==> src/rtl/prod_accum_pkg.sv <==
// Shared definitions for the product accumulation stage: FSM state encoding
// and default widths matching the 64x64 array multiplier.
package prod_accum_pkg;

    typedef enum logic [1:0] {
        IDLE  = 2'd0,
        ACCUM = 2'd1,
        DRAIN = 2'd2
    } state_t;

    localparam int PROD_W = 128;
    localparam int CNT_W  = 8;
    localparam int ACC_W  = 136;

    localparam logic [ACC_W-1:0] ACC_MAX = '1;

endpackage

==> src/rtl/prod_accum_seq_acc_add_sat.sv <==
// acc_add_sat: combinational ACC_W adder with a zero-extended PROD_W operand.
// Optional build macro ACC_SAT_EN: on carry out the sum clamps to all-ones
// instead of wrapping. The carry is reported in either build.
module acc_add_sat #(
    parameter int PROD_W = 128,
    parameter int ACC_W  = 136
) (
    input  logic [ACC_W-1:0]  acc_i,
    input  logic [PROD_W-1:0] prod_i,
    output logic [ACC_W-1:0]  sum_o,
    output logic              carry_o
);

    logic [ACC_W:0] full_sum;

    // One extra bit on the left captures the carry out of ACC_W.
    assign full_sum = {1'b0, acc_i} + {{(ACC_W + 1 - PROD_W){1'b0}}, prod_i};
    assign carry_o  = full_sum[ACC_W];

`ifdef ACC_SAT_EN
    // Clamp: once saturated, acc stays all-ones since any nonzero add carries again.
    assign sum_o = carry_o ? {ACC_W{1'b1}} : full_sum[ACC_W-1:0];
`else
    // Modular wrap.
    assign sum_o = full_sum[ACC_W-1:0];
`endif

endmodule

==> src/rtl/prod_accum_seq.sv <==
// prod_accum_seq: sums groups of unsigned multiplier products and returns one
// result per group under valid/ready. A group closes on in_last or after
// MAX_TERMS beats. Optional build macro ACC_SAT_EN selects saturating instead
// of wrapping accumulation.
module prod_accum_seq
    import prod_accum_pkg::*;
#(
    parameter int PROD_W    = prod_accum_pkg::PROD_W,
    parameter int CNT_W     = prod_accum_pkg::CNT_W,
    parameter int ACC_W     = prod_accum_pkg::ACC_W,
    parameter int MAX_TERMS = 255
) (
    input  logic              clk,
    input  logic              rst_n,
    input  logic              clr,
    input  logic              in_valid,
    output logic              in_ready,
    input  logic [PROD_W-1:0] in_prod,
    input  logic              in_last,
    output logic              out_valid,
    input  logic              out_ready,
    output logic [ACC_W-1:0]  out_sum,
    output logic [CNT_W-1:0]  out_count,
    output logic              out_forced,
    output logic              out_ovf
);

    state_t             state_q;
    logic [ACC_W-1:0]   acc_q;
    logic [CNT_W-1:0]   count_q;
    logic               ovf_q;
    logic               forced_q;
    logic               out_valid_q;

    logic               accept;
    logic [ACC_W-1:0]   add_base;
    logic [ACC_W-1:0]   add_sum;
    logic               add_carry;
    logic [CNT_W-1:0]   count_d;
    logic               ovf_d;
    logic               group_close;

    // Ready depends only on state and clr so it never waits on in_valid.
    assign in_ready = (state_q != DRAIN) && !clr;
    assign accept   = in_valid && in_ready;

    // The first beat of a group starts from zero; later beats add to acc.
    assign add_base = (state_q == IDLE) ? '0 : acc_q;
    assign count_d  = (state_q == IDLE) ? CNT_W'(1) : count_q + CNT_W'(1);
    assign ovf_d    = ((state_q == ACCUM) && ovf_q) || add_carry;

    assign group_close = in_last || (count_d == CNT_W'(MAX_TERMS));

    acc_add_sat #(
        .PROD_W (PROD_W),
        .ACC_W  (ACC_W)
    ) u_add (
        .acc_i   (add_base),
        .prod_i  (in_prod),
        .sum_o   (add_sum),
        .carry_o (add_carry)
    );

    // Group FSM: accumulate beats, hold the result in DRAIN until consumed.
    always_ff @(posedge clk or negedge rst_n) begin
        if (!rst_n) begin
            state_q     <= IDLE;
            acc_q       <= '0;
            count_q     <= '0;
            ovf_q       <= 1'b0;
            forced_q    <= 1'b0;
            out_valid_q <= 1'b0;
        end else if (clr) begin
            state_q     <= IDLE;
            acc_q       <= '0;
            count_q     <= '0;
            ovf_q       <= 1'b0;
            forced_q    <= 1'b0;
            out_valid_q <= 1'b0;
        end else begin
            case (state_q)
                IDLE, ACCUM: begin
                    if (accept) begin
                        acc_q   <= add_sum;
                        count_q <= count_d;
                        ovf_q   <= ovf_d;
                        if (group_close) begin
                            state_q     <= DRAIN;
                            out_valid_q <= 1'b1;
                            forced_q    <= !in_last;
                        end else begin
                            state_q <= ACCUM;
                        end
                    end
                end
                DRAIN: begin
                    if (out_ready) begin
                        state_q     <= IDLE;
                        acc_q       <= '0;
                        count_q     <= '0;
                        ovf_q       <= 1'b0;
                        forced_q    <= 1'b0;
                        out_valid_q <= 1'b0;
                    end
                end
                default: begin
                    state_q     <= IDLE;
                    out_valid_q <= 1'b0;
                end
            endcase
        end
    end

    // Result fields are the held accumulator registers themselves.
    assign out_valid  = out_valid_q;
    assign out_sum    = acc_q;
    assign out_count  = count_q;
    assign out_forced = forced_q;
    assign out_ovf    = ovf_q;

endmodule

==> config.mk <==
export PLATFORM = sky130hd
export DESIGN_NAME = prod_accum_seq
export DESIGN_NICKNAME = d
export VERILOG_FILES = /design/src/rtl/prod_accum_pkg.sv /design/src/rtl/prod_accum_seq_acc_add_sat.sv /design/src/rtl/prod_accum_seq.sv
export SDC_FILE = /design/constraint.sdc
export NUM_CORES = 1
export LEC_CHECK = 0
export BUFFER_PORTS_ARGS = -buffer_cell sky130_fd_sc_hd__buf_4
export CORE_ASPECT_RATIO = 0.5
export CORE_MARGIN = 2
export CORE_UTILIZATION = 40
export DETAILED_ROUTE_END_ITERATION = 16
export PLACE_DENSITY = 0.58
export SYNTH_ARGS = -nofsm -noshare
export SYNTH_HDL_FRONTEND = slang
export SYNTH_SLANG_ARGS = --single-unit
==> constraint.sdc <==
create_clock -name clk -period 13.75 [get_ports clk]
set_input_delay 1.375 -clock clk [delete_from_list [all_inputs] [get_ports clk]]
set_output_delay 1.375 -clock clk [all_outputs]
set_load 0.1 [all_outputs]
==> impl_metrics.tcl <==
set metrics [dict create \
    cts_tree "yes" \
    fmax_mhz 183 \
    synth_edf_count 0 \
    cts-resized-gates 0 \
    clkTransAtPathRegs_ps 70 \
    cp-start-kind "register" \
    dp_slack_ps 8360 \
    die_h_um 142 \
    syn_avg_cell_area_um2 7.44 \
    path_cells "or2_4, buf_4, and2_1, ha_1, fa_1, a21o_1, a221oi_2, a2111oi_4, o21ai_0, a21oi_1, o211ai_1, nand2_1, and3_1, a21oi_1, o21ai_0, a221o_1" \
    switchingPower_mw 0.730 \
    die_area_um2 39700 \
    tightestPinTransition_ps 1140 \
    dp_hpwl_um 41500 \
    setup_violations 0 \
    grt_overflow 0 \
    die_x_um 280 \
    synth.most_common_cell "nand2_1" \
    fin_tns_setup_ps 0 \
    antenna_left 0 \
    synthCells 2045 \
    finalHoldViolations 0 \
    synth_fp_nets 2309 \
    fill_cells 3868 \
    cap_violations 0 \
    drive_above_1_share_pct 15.2 \
    cts_hold_buf 0 \
    grt_start_max_net_pins 80 \
    finalWorstSetupSlack_ps 8270 \
    cts_max_level 4 \
    cpLargestDelayFamily "compound AO/OA/AOI/OAI gates" \
    async_reset_ff_share_pct 100 \
    synth_top_area_cell "dfrtp_1" \
    max_stage_delay_ps 520 \
    power_frac_comb_pct 39.3 \
    postCtsSetupBuffers 0 \
    cts_root_buf "clkbuf_16" \
    grt_pass1_vias 15000 \
    pwr-share-clk_pct 30.8 \
    netlist_area_um2 15200 \
    p_int_mw 0.944 \
    reg2reg_slack_ps 8270 \
    leakage_nw 8.62 \
    max_slew_margin_pct 23.2 \
    initial_core_util_pct 40.6 \
    p_seq_share_pct 29.9 \
    slew_violations 0 \
    synth_top_area_share_pct 24.5 \
    post_drt_wl_per_cell_um 19.3 \
    endpoint_kind "register" \
    period_needed_ps 5480 \
    drcViolationCount 0 \
    yosysWarnings 0 \
    ys.flop_type "dfrtp_1" \
    viasPerCell 5.70 \
    power_density_nw_per_um2 92.0 \
    yosys-top-cells-count "nand2_1 (294), o21ai_0 (223), a21oi_1 (204)" \
    crit_slowest_cell "a21oi_1" \
    grt_usage_pct 26.3 \
    vias 15600 \
    place_congestion 0.935 \
    max-clock-path-buffers 2 \
    arrival_ps 5820 \
    switching_share_pct 43.6 \
    fin_skew_ps 14.8 \
    drtPass1Iterations 7 \
    cts_sinks 149 \
    path_buf_inv 1 \
    clk_latency_ps 460 \
    required_ps 14090 \
    design.core.area_um2 37400 \
    ir_drop_mv 0.0591 \
    synth.ff_latch_count 149 \
    crit_type "reg2reg" \
    synth.yosys.seq_area_share_pct 24.5 \
    cts_made_buffers 17 \
    hold_path.class "reg2reg" \
    drt-total-wl_um 52800 \
    antenna_found_initial 0 \
    status "complete, no violations" \
    period_share_pct 39.8 \
    port_buffers 281 \
    yosys-top-cells-area "dfrtp_1 (25%), ha_1 (11%), o21ai_0 (7.3%), nand2_1 (7.3%), a21oi_1 (6.7%)" \
    rsz0062_at_grt "no" \
    worstPathMaxFanout 54 \
    area_growth_pct 19.7 \
    row_count 50 \
    first_iter_violations 1189 \
    antenna_cells 0 \
    ys_types 72 \
    nets 2501 \
    io_pins 282 \
    grt_pass1_wl_um 83200 \
]
[cells by family (layout without fill, tap and decap cells)]
logic type | Yosys count | after routing | share of synthesized area (%)
adder cells (fa/ha/maj) | 130 | 130 | 10.7
buffers and inverters | 165 | 370 | 4.10
multiplexers | 3 | 3 | 0.206
flip-flops | 149 | 149 | 24.5
AND/OR/NAND/NOR | 753 | 753 | 23.9
XOR/XNOR | 122 | 122 | 7.03
AO/OA/AOI/OAI | 723 | 723 | 29.5
[cell usage in the layout (no fill, tap or decap), drive strengths merged, types with 11 or more instances in the layout]
cell type  Yosys  routed
nand2        294     294
buf            4     289
o21ai        228     228
a21oi        207     207
dfrtp        149     149
and2         130     130
nor2         130     130
ha           129     129
a21o          84      84
xnor2         67      67
nand4         64      64
xor2          55      55
inv           49      50
o21bai        42      42
nor3          28      28
nand3         26      26
a31oi         22      22
clkbuf       112      22
o21a          19      19
o211ai        16      16
a21boi        14      14
and3          14      14
or3           12      12
nor2b         11      11
[final cells by class]
cell class	instances	area (um^2)	share of cell area [%]
clock buffer	22	464	2.55
clock inverter	10	148	0.812
inverter	49	184	1.01
multi-input combinational	1731	10900	59.8
sequential	149	3730	20.5
tap	494	618	3.40
timing repair buffer	289	2170	11.9
[power by group through the flow]
stage / Clock, mW / Combinational, mW / Sequential [mW]
after global placement: 0 / 0.657 / 0.509
final: 0.515 / 0.659 / 0.500
after detailed placement: 0 / 0.657 / 0.508
after CTS: 0.523 / 0.659 / 0.500
after global routing: 0.544 / 0.701 / 0.505
after floorplan: 0 / 0.243 / 0.736
[through the flow]
step	power, mW	cell area, um^2	instances	hold WS, ps	utilization (%)
CTS	1.68	18200	2744	501	48.6
global route	1.75	18200	2744	532	48.6
floorplan	0.980	15200	2045	623	-
detailed placement	1.16	17600	2712	486	47.0
global placement	1.17	17600	2712	485	47.0
finish	1.67	18200	2744	497	48.6
[layer usage]
layer  track usage [%]  wire length (um)
met1              34.6             23900
met2              45.5             25600
met3              3.23              2240
met4              7.40              1120
met5                 0                 0
[final timing paths]
path	end	startpoint	depth (start not counted)
setup / recovery	out_sum[128]$_DFFE_PN0P_	state_q[0]$_DFFE_PN0P_	16
hold / removal	out_sum[65]$_DFFE_PN0P_	out_sum[65]$_DFFE_PN0P_	2
setup reg to reg	out_sum[128]$_DFFE_PN0P_	state_q[0]$_DFFE_PN0P_	16
hold reg to reg	out_sum[65]$_DFFE_PN0P_	out_sum[65]$_DFFE_PN0P_	2
max in group asynchronous	out_sum[14]$_DFFE_PN0P_	rst_n	2
min in group asynchronous	out_sum[97]$_DFFE_PN0P_	rst_n	1
[registers in the layout, summed over array words and instances (netlist names)]
name / flops
out_sum: 136
out_count: 8
state_q: 2
out_forced: 1
out_ovf: 1
out_valid: 1
[worst register-to-register path: cells and delay by family, from the launching register on]
kind / cells / cell delay [ps]
buf+inv: 1 / 340
compound gates: 9 / 2690
flops: 1 / 450
simple gates: 4 / 1260
fa+ha+maj: 2 / 650
(Power assumes the default switching activity.)
